[src/rtl/pipeline_pkg.sv]
// Shared types and constants for the instruction fetch stage.
package pipeline_pkg;

  localparam logic [31:0] NOP_INSTR = 32'h0000_0013;

  typedef enum logic {
    IDLE = 1'b0,
    RUN  = 1'b1
  } fetch_state_t;

  typedef struct packed {
    logic [31:0] pc;
    logic [31:0] instr;
  } fetch_entry_t;

endpackage

[src/rtl/pipeline_fetch_if.sv]
// Instruction-memory, redirect and decode-side signals of the fetch stage.
interface pipeline_fetch_if;

  logic        imem_req_o;
  logic [31:0] imem_addr_o;
  logic        imem_gnt_i;
  logic        imem_rvalid_i;
  logic [31:0] imem_rdata_i;
  logic        redirect_i;
  logic [31:0] redirect_pc_i;
  logic        instr_valid_o;
  logic        instr_ready_i;
  logic [31:0] instruction_o;
  logic [31:0] pc_o;

  // Fetch stage side
  modport master (
    output imem_req_o, imem_addr_o, instr_valid_o, instruction_o, pc_o,
    input  imem_gnt_i, imem_rvalid_i, imem_rdata_i, redirect_i, redirect_pc_i, instr_ready_i
  );

  // Memory / pipeline environment side
  modport slave (
    input  imem_req_o, imem_addr_o, instr_valid_o, instruction_o, pc_o,
    output imem_gnt_i, imem_rvalid_i, imem_rdata_i, redirect_i, redirect_pc_i, instr_ready_i
  );

endinterface

[src/rtl/fetch_fifo.sv]
// Instruction buffer: circular FIFO of {pc, instr} entries with synchronous flush.
module fetch_fifo
  import pipeline_pkg::*;
#(
  parameter int unsigned DEPTH = 2
) (
  input  logic                       clk_i,
  input  logic                       rst_ni,
  input  logic                       push,
  input  logic                       pop,
  input  logic                       flush,
  input  fetch_entry_t               wdata,
  output fetch_entry_t               rdata,
  output logic                       full,
  output logic                       empty,
  output logic [$clog2(DEPTH+1)-1:0] count
);

  localparam int unsigned PtrW = $clog2(DEPTH);
  localparam int unsigned CntW = $clog2(DEPTH + 1);

  fetch_entry_t    store_q [DEPTH];
  logic [PtrW-1:0] wptr_q, wptr_d;
  logic [PtrW-1:0] rptr_q, rptr_d;
  logic [CntW-1:0] cnt_q, cnt_d;
  logic            do_push, do_pop;

  // Pointers wrap at DEPTH, which need not be a power of two.
  function automatic logic [PtrW-1:0] ptr_inc(input logic [PtrW-1:0] p);
    return (p == PtrW'(DEPTH - 1)) ? '0 : p + PtrW'(1);
  endfunction

  assign do_push = push && !full;
  assign do_pop  = pop && !empty;
  assign full    = (cnt_q == CntW'(DEPTH));
  assign empty   = (cnt_q == '0);
  assign count   = cnt_q;
  assign rdata   = store_q[rptr_q];

  // Pointer and occupancy update; flush overrides push and pop.
  always_comb begin
    wptr_d = wptr_q;
    rptr_d = rptr_q;
    cnt_d  = cnt_q;
    if (flush) begin
      wptr_d = '0;
      rptr_d = '0;
      cnt_d  = '0;
    end else begin
      if (do_push) wptr_d = ptr_inc(wptr_q);
      if (do_pop)  rptr_d = ptr_inc(rptr_q);
      cnt_d = cnt_q + CntW'(do_push) - CntW'(do_pop);
    end
  end

  // Control state registers.
  always_ff @(posedge clk_i or negedge rst_ni) begin
    if (!rst_ni) begin
      wptr_q <= '0;
      rptr_q <= '0;
      cnt_q  <= '0;
    end else begin
      wptr_q <= wptr_d;
      rptr_q <= rptr_d;
      cnt_q  <= cnt_d;
    end
  end

  // Entry storage; contents are don't-care until written.
  always_ff @(posedge clk_i) begin
    if (do_push && !flush) store_q[wptr_q] <= wdata;
  end

endmodule

[src/rtl/pipeline_fetch.sv]
// Instruction fetch stage: credit-limited request issue, in-order response
// buffering and redirect handling with stale-response discard.
module pipeline_fetch
  import pipeline_pkg::*;
#(
  parameter logic [31:0] RESET_PC   = 32'h0000_0000,
  parameter int unsigned FIFO_DEPTH = 2
) (
  input  logic                    clk_i,
  input  logic                    rst_ni,
  pipeline_fetch_if.master        bus
);

  localparam int unsigned CntW = $clog2(FIFO_DEPTH + 1);
  localparam int unsigned SumW = CntW + 2;

  fetch_state_t    state_q, state_d;
  logic [31:0]     fetch_pc_q, fetch_pc_d;
  logic [31:0]     rsp_pc_q, rsp_pc_d;
  logic [CntW-1:0] outstanding_q, outstanding_d;
  logic [CntW-1:0] discard_q, discard_d;
  logic [CntW-1:0] fifo_count;
  logic [SumW-1:0] inflight;
  logic            req, grant, rsp_keep, rsp_drop, push, pop, fifo_full, fifo_empty;
  logic [31:0]     redirect_target;
  fetch_entry_t    fifo_wdata, fifo_rdata;

  // Old responses still owed (discard) occupy credit until they drain.
  assign inflight = SumW'(outstanding_q) + SumW'(discard_q) + SumW'(fifo_count);
  assign req      = (state_q == RUN) && !bus.redirect_i && (inflight < SumW'(FIFO_DEPTH));
  assign grant    = req && bus.imem_gnt_i;
  assign rsp_keep = bus.imem_rvalid_i && (discard_q == '0);
  assign rsp_drop = bus.imem_rvalid_i && (discard_q != '0);
  assign push     = rsp_keep && !bus.redirect_i;
  assign pop      = !fifo_empty && bus.instr_ready_i;

  assign redirect_target = {bus.redirect_pc_i[31:2], 2'b00};
  assign fifo_wdata      = '{pc: rsp_pc_q, instr: bus.imem_rdata_i};

  assign bus.imem_req_o    = req;
  assign bus.imem_addr_o   = fetch_pc_q;
  assign bus.instr_valid_o = !fifo_empty;
  assign bus.instruction_o = fifo_empty ? NOP_INSTR : fifo_rdata.instr;
  assign bus.pc_o          = fifo_empty ? 32'h0 : fifo_rdata.pc;

  fetch_fifo #(
    .DEPTH (FIFO_DEPTH)
  ) u_fifo (
    .clk_i  (clk_i),
    .rst_ni (rst_ni),
    .push   (push),
    .pop    (pop),
    .flush  (bus.redirect_i),
    .wdata  (fifo_wdata),
    .rdata  (fifo_rdata),
    .full   (fifo_full),
    .empty  (fifo_empty),
    .count  (fifo_count)
  );

  // Next fetch address, response tag and credit bookkeeping; redirect wins.
  always_comb begin
    state_d       = RUN;
    fetch_pc_d    = fetch_pc_q;
    rsp_pc_d      = rsp_pc_q;
    outstanding_d = outstanding_q;
    discard_d     = discard_q;
    if (bus.redirect_i) begin
      fetch_pc_d    = redirect_target;
      rsp_pc_d      = redirect_target;
      outstanding_d = '0;
      // Everything still owed by memory, less any response landing now, is stale.
      discard_d     = outstanding_q + discard_q - CntW'(bus.imem_rvalid_i);
    end else begin
      if (grant)    fetch_pc_d = fetch_pc_q + 32'd4;
      if (rsp_keep) rsp_pc_d   = rsp_pc_q + 32'd4;
      if (rsp_drop) discard_d  = discard_q - CntW'(1);
      outstanding_d = outstanding_q + CntW'(grant) - CntW'(rsp_keep);
    end
  end

  // State registers.
  always_ff @(posedge clk_i or negedge rst_ni) begin
    if (!rst_ni) begin
      state_q       <= IDLE;
      fetch_pc_q    <= RESET_PC;
      rsp_pc_q      <= RESET_PC;
      outstanding_q <= '0;
      discard_q     <= '0;
    end else begin
      state_q       <= state_d;
      fetch_pc_q    <= fetch_pc_d;
      rsp_pc_q      <= rsp_pc_d;
      outstanding_q <= outstanding_d;
      discard_q     <= discard_d;
    end
  end

endmodule
[src/flat_wrapper.sv]
// flat-port wrapper written by rule: the top's interface ports become plain ports
module pipeline_fetch_flat import pipeline_pkg::*;
#(
  parameter logic [31:0] RESET_PC   = 32'h0000_0000,
  parameter int unsigned FIFO_DEPTH = 2
)
  (clk_i, rst_ni, bus_imem_req_o, bus_imem_addr_o, bus_instr_valid_o, bus_instruction_o, bus_pc_o, bus_imem_gnt_i, bus_imem_rvalid_i, bus_imem_rdata_i, bus_redirect_i, bus_redirect_pc_i, bus_instr_ready_i);
  pipeline_fetch_if bus_i ();
  input  logic clk_i;
  input  logic rst_ni;
  output wire logic [$bits(bus_i.imem_req_o)-1:0] bus_imem_req_o;
  output wire logic [$bits(bus_i.imem_addr_o)-1:0] bus_imem_addr_o;
  output wire logic [$bits(bus_i.instr_valid_o)-1:0] bus_instr_valid_o;
  output wire logic [$bits(bus_i.instruction_o)-1:0] bus_instruction_o;
  output wire logic [$bits(bus_i.pc_o)-1:0] bus_pc_o;
  input wire logic [$bits(bus_i.imem_gnt_i)-1:0] bus_imem_gnt_i;
  input wire logic [$bits(bus_i.imem_rvalid_i)-1:0] bus_imem_rvalid_i;
  input wire logic [$bits(bus_i.imem_rdata_i)-1:0] bus_imem_rdata_i;
  input wire logic [$bits(bus_i.redirect_i)-1:0] bus_redirect_i;
  input wire logic [$bits(bus_i.redirect_pc_i)-1:0] bus_redirect_pc_i;
  input wire logic [$bits(bus_i.instr_ready_i)-1:0] bus_instr_ready_i;
  assign bus_imem_req_o = bus_i.imem_req_o;
  assign bus_imem_addr_o = bus_i.imem_addr_o;
  assign bus_instr_valid_o = bus_i.instr_valid_o;
  assign bus_instruction_o = bus_i.instruction_o;
  assign bus_pc_o = bus_i.pc_o;
  assign bus_i.imem_gnt_i = bus_imem_gnt_i;
  assign bus_i.imem_rvalid_i = bus_imem_rvalid_i;
  assign bus_i.imem_rdata_i = bus_imem_rdata_i;
  assign bus_i.redirect_i = bus_redirect_i;
  assign bus_i.redirect_pc_i = bus_redirect_pc_i;
  assign bus_i.instr_ready_i = bus_instr_ready_i;
  pipeline_fetch #(.RESET_PC(RESET_PC), .FIFO_DEPTH(FIFO_DEPTH)) u_core (.clk_i(clk_i), .rst_ni(rst_ni), .bus(bus_i));
endmodule
[config.mk]
export PLATFORM = sky130hd
export DESIGN_NAME = pipeline_fetch_flat
export DESIGN_NICKNAME = d
export VERILOG_FILES = /design/src/rtl/pipeline_pkg.sv /design/src/rtl/pipeline_fetch_if.sv /design/src/rtl/fetch_fifo.sv /design/src/rtl/pipeline_fetch.sv /design/src/flat_wrapper.sv
export SDC_FILE = /design/constraint.sdc
export NUM_CORES = 1
export LEC_CHECK = 0
export CAP_MARGIN = 10
export CORE_AREA = 2 2 165 150
export DETAILED_ROUTE_END_ITERATION = 12
export DIE_AREA = 0 0 167 152
export PLACE_DENSITY_LB_ADDON = 0.12
export RECOVER_POWER = 25
export REMOVE_ABC_BUFFERS = 1
export SLEW_MARGIN = 0
export SYNTH_ARGS = -nofsm -noshare
export SYNTH_HDL_FRONTEND = slang
export SYNTH_HIERARCHICAL = 1
export SYNTH_SLANG_ARGS = --single-unit
[constraint.sdc]
create_clock -name clk_i -period 7.5 [get_ports clk_i]
set_clock_uncertainty 0.1 [all_clocks]
set_input_delay 1.5 -clock clk_i [delete_from_list [all_inputs] [get_ports clk_i]]
set_output_delay 1.5 -clock clk_i [all_outputs]
set_load 0.1 [all_outputs]
==> flow_summary.ini <==
[status]
status = finished clean

[power_and_ir_drop]
pwr-share-comb = 0.332
clkPwrFrac = 0.260
switching_share = 0.389
p_per_area_nw_per_um2 = 278
report.power.total_mw = 3.28
peakVddDrop_mv = 0.198
seqPwrFrac = 0.408
internal_power_mw = 2.01
power_leakage_nw = 4.27
netSwitchingPower_mw = 1.28

[synthesis]
synth_cells = 704
yosysSeqAreaShare = 0.597
synth-main-ff-cell = edfxtp_1
async_reset_ff_frac = 0.350
synth_area_um2 = 9330
avgSynthCellArea_um2 = 13.3
ys_seq_elements = 197
synth_edf_count = 128
synth_warnings = 6
ys_types = 55

[setup_path]
crit_path_max_fanout = 35
worst_setup_path_end_kind = output pin
max_stage_delay_ns = 0.97
path_class = flop to output pin
critPathRequiredTime_ns = 5.90
worstPathArrival_ns = 3.46
start_kind = flop
crit_family = buffers and inverters
slowest_stage = clkdlybuf4s50_1
path_cells = buf_4, mux2_4, or2_2, clkdlybuf4s50_1
path_buf_inv = 2

[final_layout]
flow.area_growth_from_synthesis_pct = 26.5
fillers = 2106
n_antenna_cell = 0
layout-drive-gt1-share = 0.153
final_core_utilization = 0.495
regArea_um2 = 5570
multi_input_area_um2 = 3550
nNetsFinal = 950

[timing]
rsz0062_at_grt = false
slew-limit-headroom = 0.281
min_period_ns = 5.06
clock.fmax_ghz = 0.197
slew_violations = 0
final-setup-viol-count = 0
hold_viol_final = 0
tightest_slew_ns = 1.08
tns_ns = 0
fin_crit_sh = 0.675

[clock_network]
cts-hold-fix-buffers = 0
ctsResizeCount = 0
clkSinkCount = 197
cts_buffers = 17
cts_tree = built
clock_path_buffers = 2
cts_max_level = 4
cts.clk_slew.worst_paths_ns = 0.07
cts_setup_buffers = 0
cts_root_buffer = clkbuf_16
clk_latency_ns = 0.42

[grt]
grt_pass1_vias = 6112
grt_pass1_wl_um = 32000
grt_max_degree = 70
overflow = 0
grt_usage = 0.159
antenna_found_initial = 0

[placed_design]
finalWeightedCongestion = 0.786
hpwl_um = 13500
portBuffers = 163

[floorplanning]
die_y_um = 152
ios = 168
die-area_um2 = 25400
dieWidth_um = 167
core_area_um2 = 23900
placementRows = 54
start_util = 0.391

[routing]
wl_per_cell_um = 16.9
drtIter0Drc = 379
drc = 0
drtPass1Iterations = 5
drt_wl_total_um = 20000
vias = 6071
viasPerCell = 5.11
drtAntennaViolNets = 0

[min_path]
hold_class = flop to flop

[job]
maxCapViolations = 0
-- placed cells by master (no fill, tap or decap), drive strengths merged, types with 28 or more instances in the layout --
cell type      Yosys  routed
nor2              31      31
nand3             32      32
dfrtp             69      69
clkdlybuf4s50      0     130
edfxtp           128     128
nand2             50      50
nor2b             66      66
dlygate4sd3        0      31
o21ai             35      35
nand4             28      28
mux2              69      69
-- per-layer routing --
layer,wire length (um),vias to the layer above,track usage
met5,0,-,0
met4,233,0,0.0472
met3,1120,16,0.0305
met2,9120,230,0.254
met1,9550,2942,0.220
li1,-,2883,-
-- cell type report --
class	count	area share
sequential	197	0.472
tap	308	0.0326
timing repair buffer	170	0.142
clock inverter	15	0.0112
multi-input combinational	463	0.300
clock buffer	17	0.0360
inverter	18	0.00572
-- path summary, 6_finish.rpt --
path / startpoint / to / slack [ns] / cells after the start
setup / recovery: u_core/u_fifo/rptr_q / bus_instruction_o[0] / 2.44 / 4
hold reg to reg: u_core/rsp_pc_q[31] / u_core/u_fifo/store_q[1][63] / 0.41 / 0
max in group asynchronous: rst_ni / u_core/u_fifo/rptr_q / 5.44 / 2
setup reg to reg: u_core/u_fifo/count[1] / u_core/outstanding_q[1] / 3.41 / 12
hold / removal: u_core/rsp_pc_q[31] / u_core/u_fifo/store_q[1][63] / 0.41 / 0
min in group asynchronous: rst_ni / u_core/outstanding_q[0] / 1.18 / 2
-- cells in the mapped netlist, types with 4 or more instances --
master      n  area share
a21oi_1     7      0.0038
a31oi_1     4      0.0027
and3_1      9      0.0060
buf_4       5      0.0040
buf_6       6      0.0072
clkbuf_1   17      0.0068
dfrtp_1    69        0.19
edfxtp_1  128        0.41
ha_1       12       0.016
inv_1      17      0.0068
mux2_2     18       0.022
mux2_4     51       0.082
mux2i_1     5      0.0054
nand2_1    49       0.020
nand3_1    32       0.017
nand4_1    22       0.015
nand4_2     4      0.0054
nor2_1     31       0.012
nor2b_1    65       0.044
nor3_1      7      0.0038
o211ai_1   15       0.012
o21ai_0    34       0.018
o311ai_0    5      0.0047
or2_2       4      0.0027
or3_1       5      0.0034
xnor2_1    17       0.016
xor2_1     24       0.023
-- registers in the layout, indices dropped and copies added, names as in the netlist --
signal,flops
u_core/state_q,1
u_core/u_fifo/rptr_q,1
u_core/bus.imem_addr_o,30
u_core/u_fifo/count,2
u_core/outstanding_q,2
u_core/u_fifo/store_q,128
u_core/u_fifo/wptr_q,1
u_core/rsp_pc_q,30
u_core/discard_q,2
-- power by group through the flow --
| stage | clock network [mW] | registers (mW) | logic, mW |
|---|---|---|---|
| after global routing | 0.925 | 1.35 | 1.15 |
| after detailed placement | 0 | 1.36 | 1.10 |
| after CTS | 0.884 | 1.34 | 1.10 |
| after global placement | 0 | 1.35 | 1.09 |
| after floorplan | 0 | 1.52 | 0.645 |
| final | 0.854 | 1.34 | 1.09 |
-- stage by stage --
step | cells | setup WS, ns | instance area [um2] | hold slack (ns)
after floorplan | 678 | 0.226 | 9170 | 0.362
after global placement | 1156 | 2.61 | 11200 | 0.377
after detailed placement | 1156 | 2.61 | 11200 | 0.393
after CTS | 1188 | 2.36 | 11800 | 0.411
after global routing | 1188 | 2.25 | 11800 | 0.422
final | 1188 | 2.44 | 11800 | 0.406
-- cell families (layout without fill, tap and decap cells) --
kind of cell | after synthesis | after routing | synth area share
compound gates | 75 | 75 | 0.0500
xor+xnor | 41 | 41 | 0.0385
flops | 197 | 197 | 0.597
fa+ha+maj | 13 | 13 | 0.0182
buf+inv | 49 | 220 | 0.0269
other cells | 2 | 7 | 0.000805
simple gates | 253 | 253 | 0.160
mux | 74 | 74 | 0.109
No activity file was read; power rests on OpenSTA's default activity.
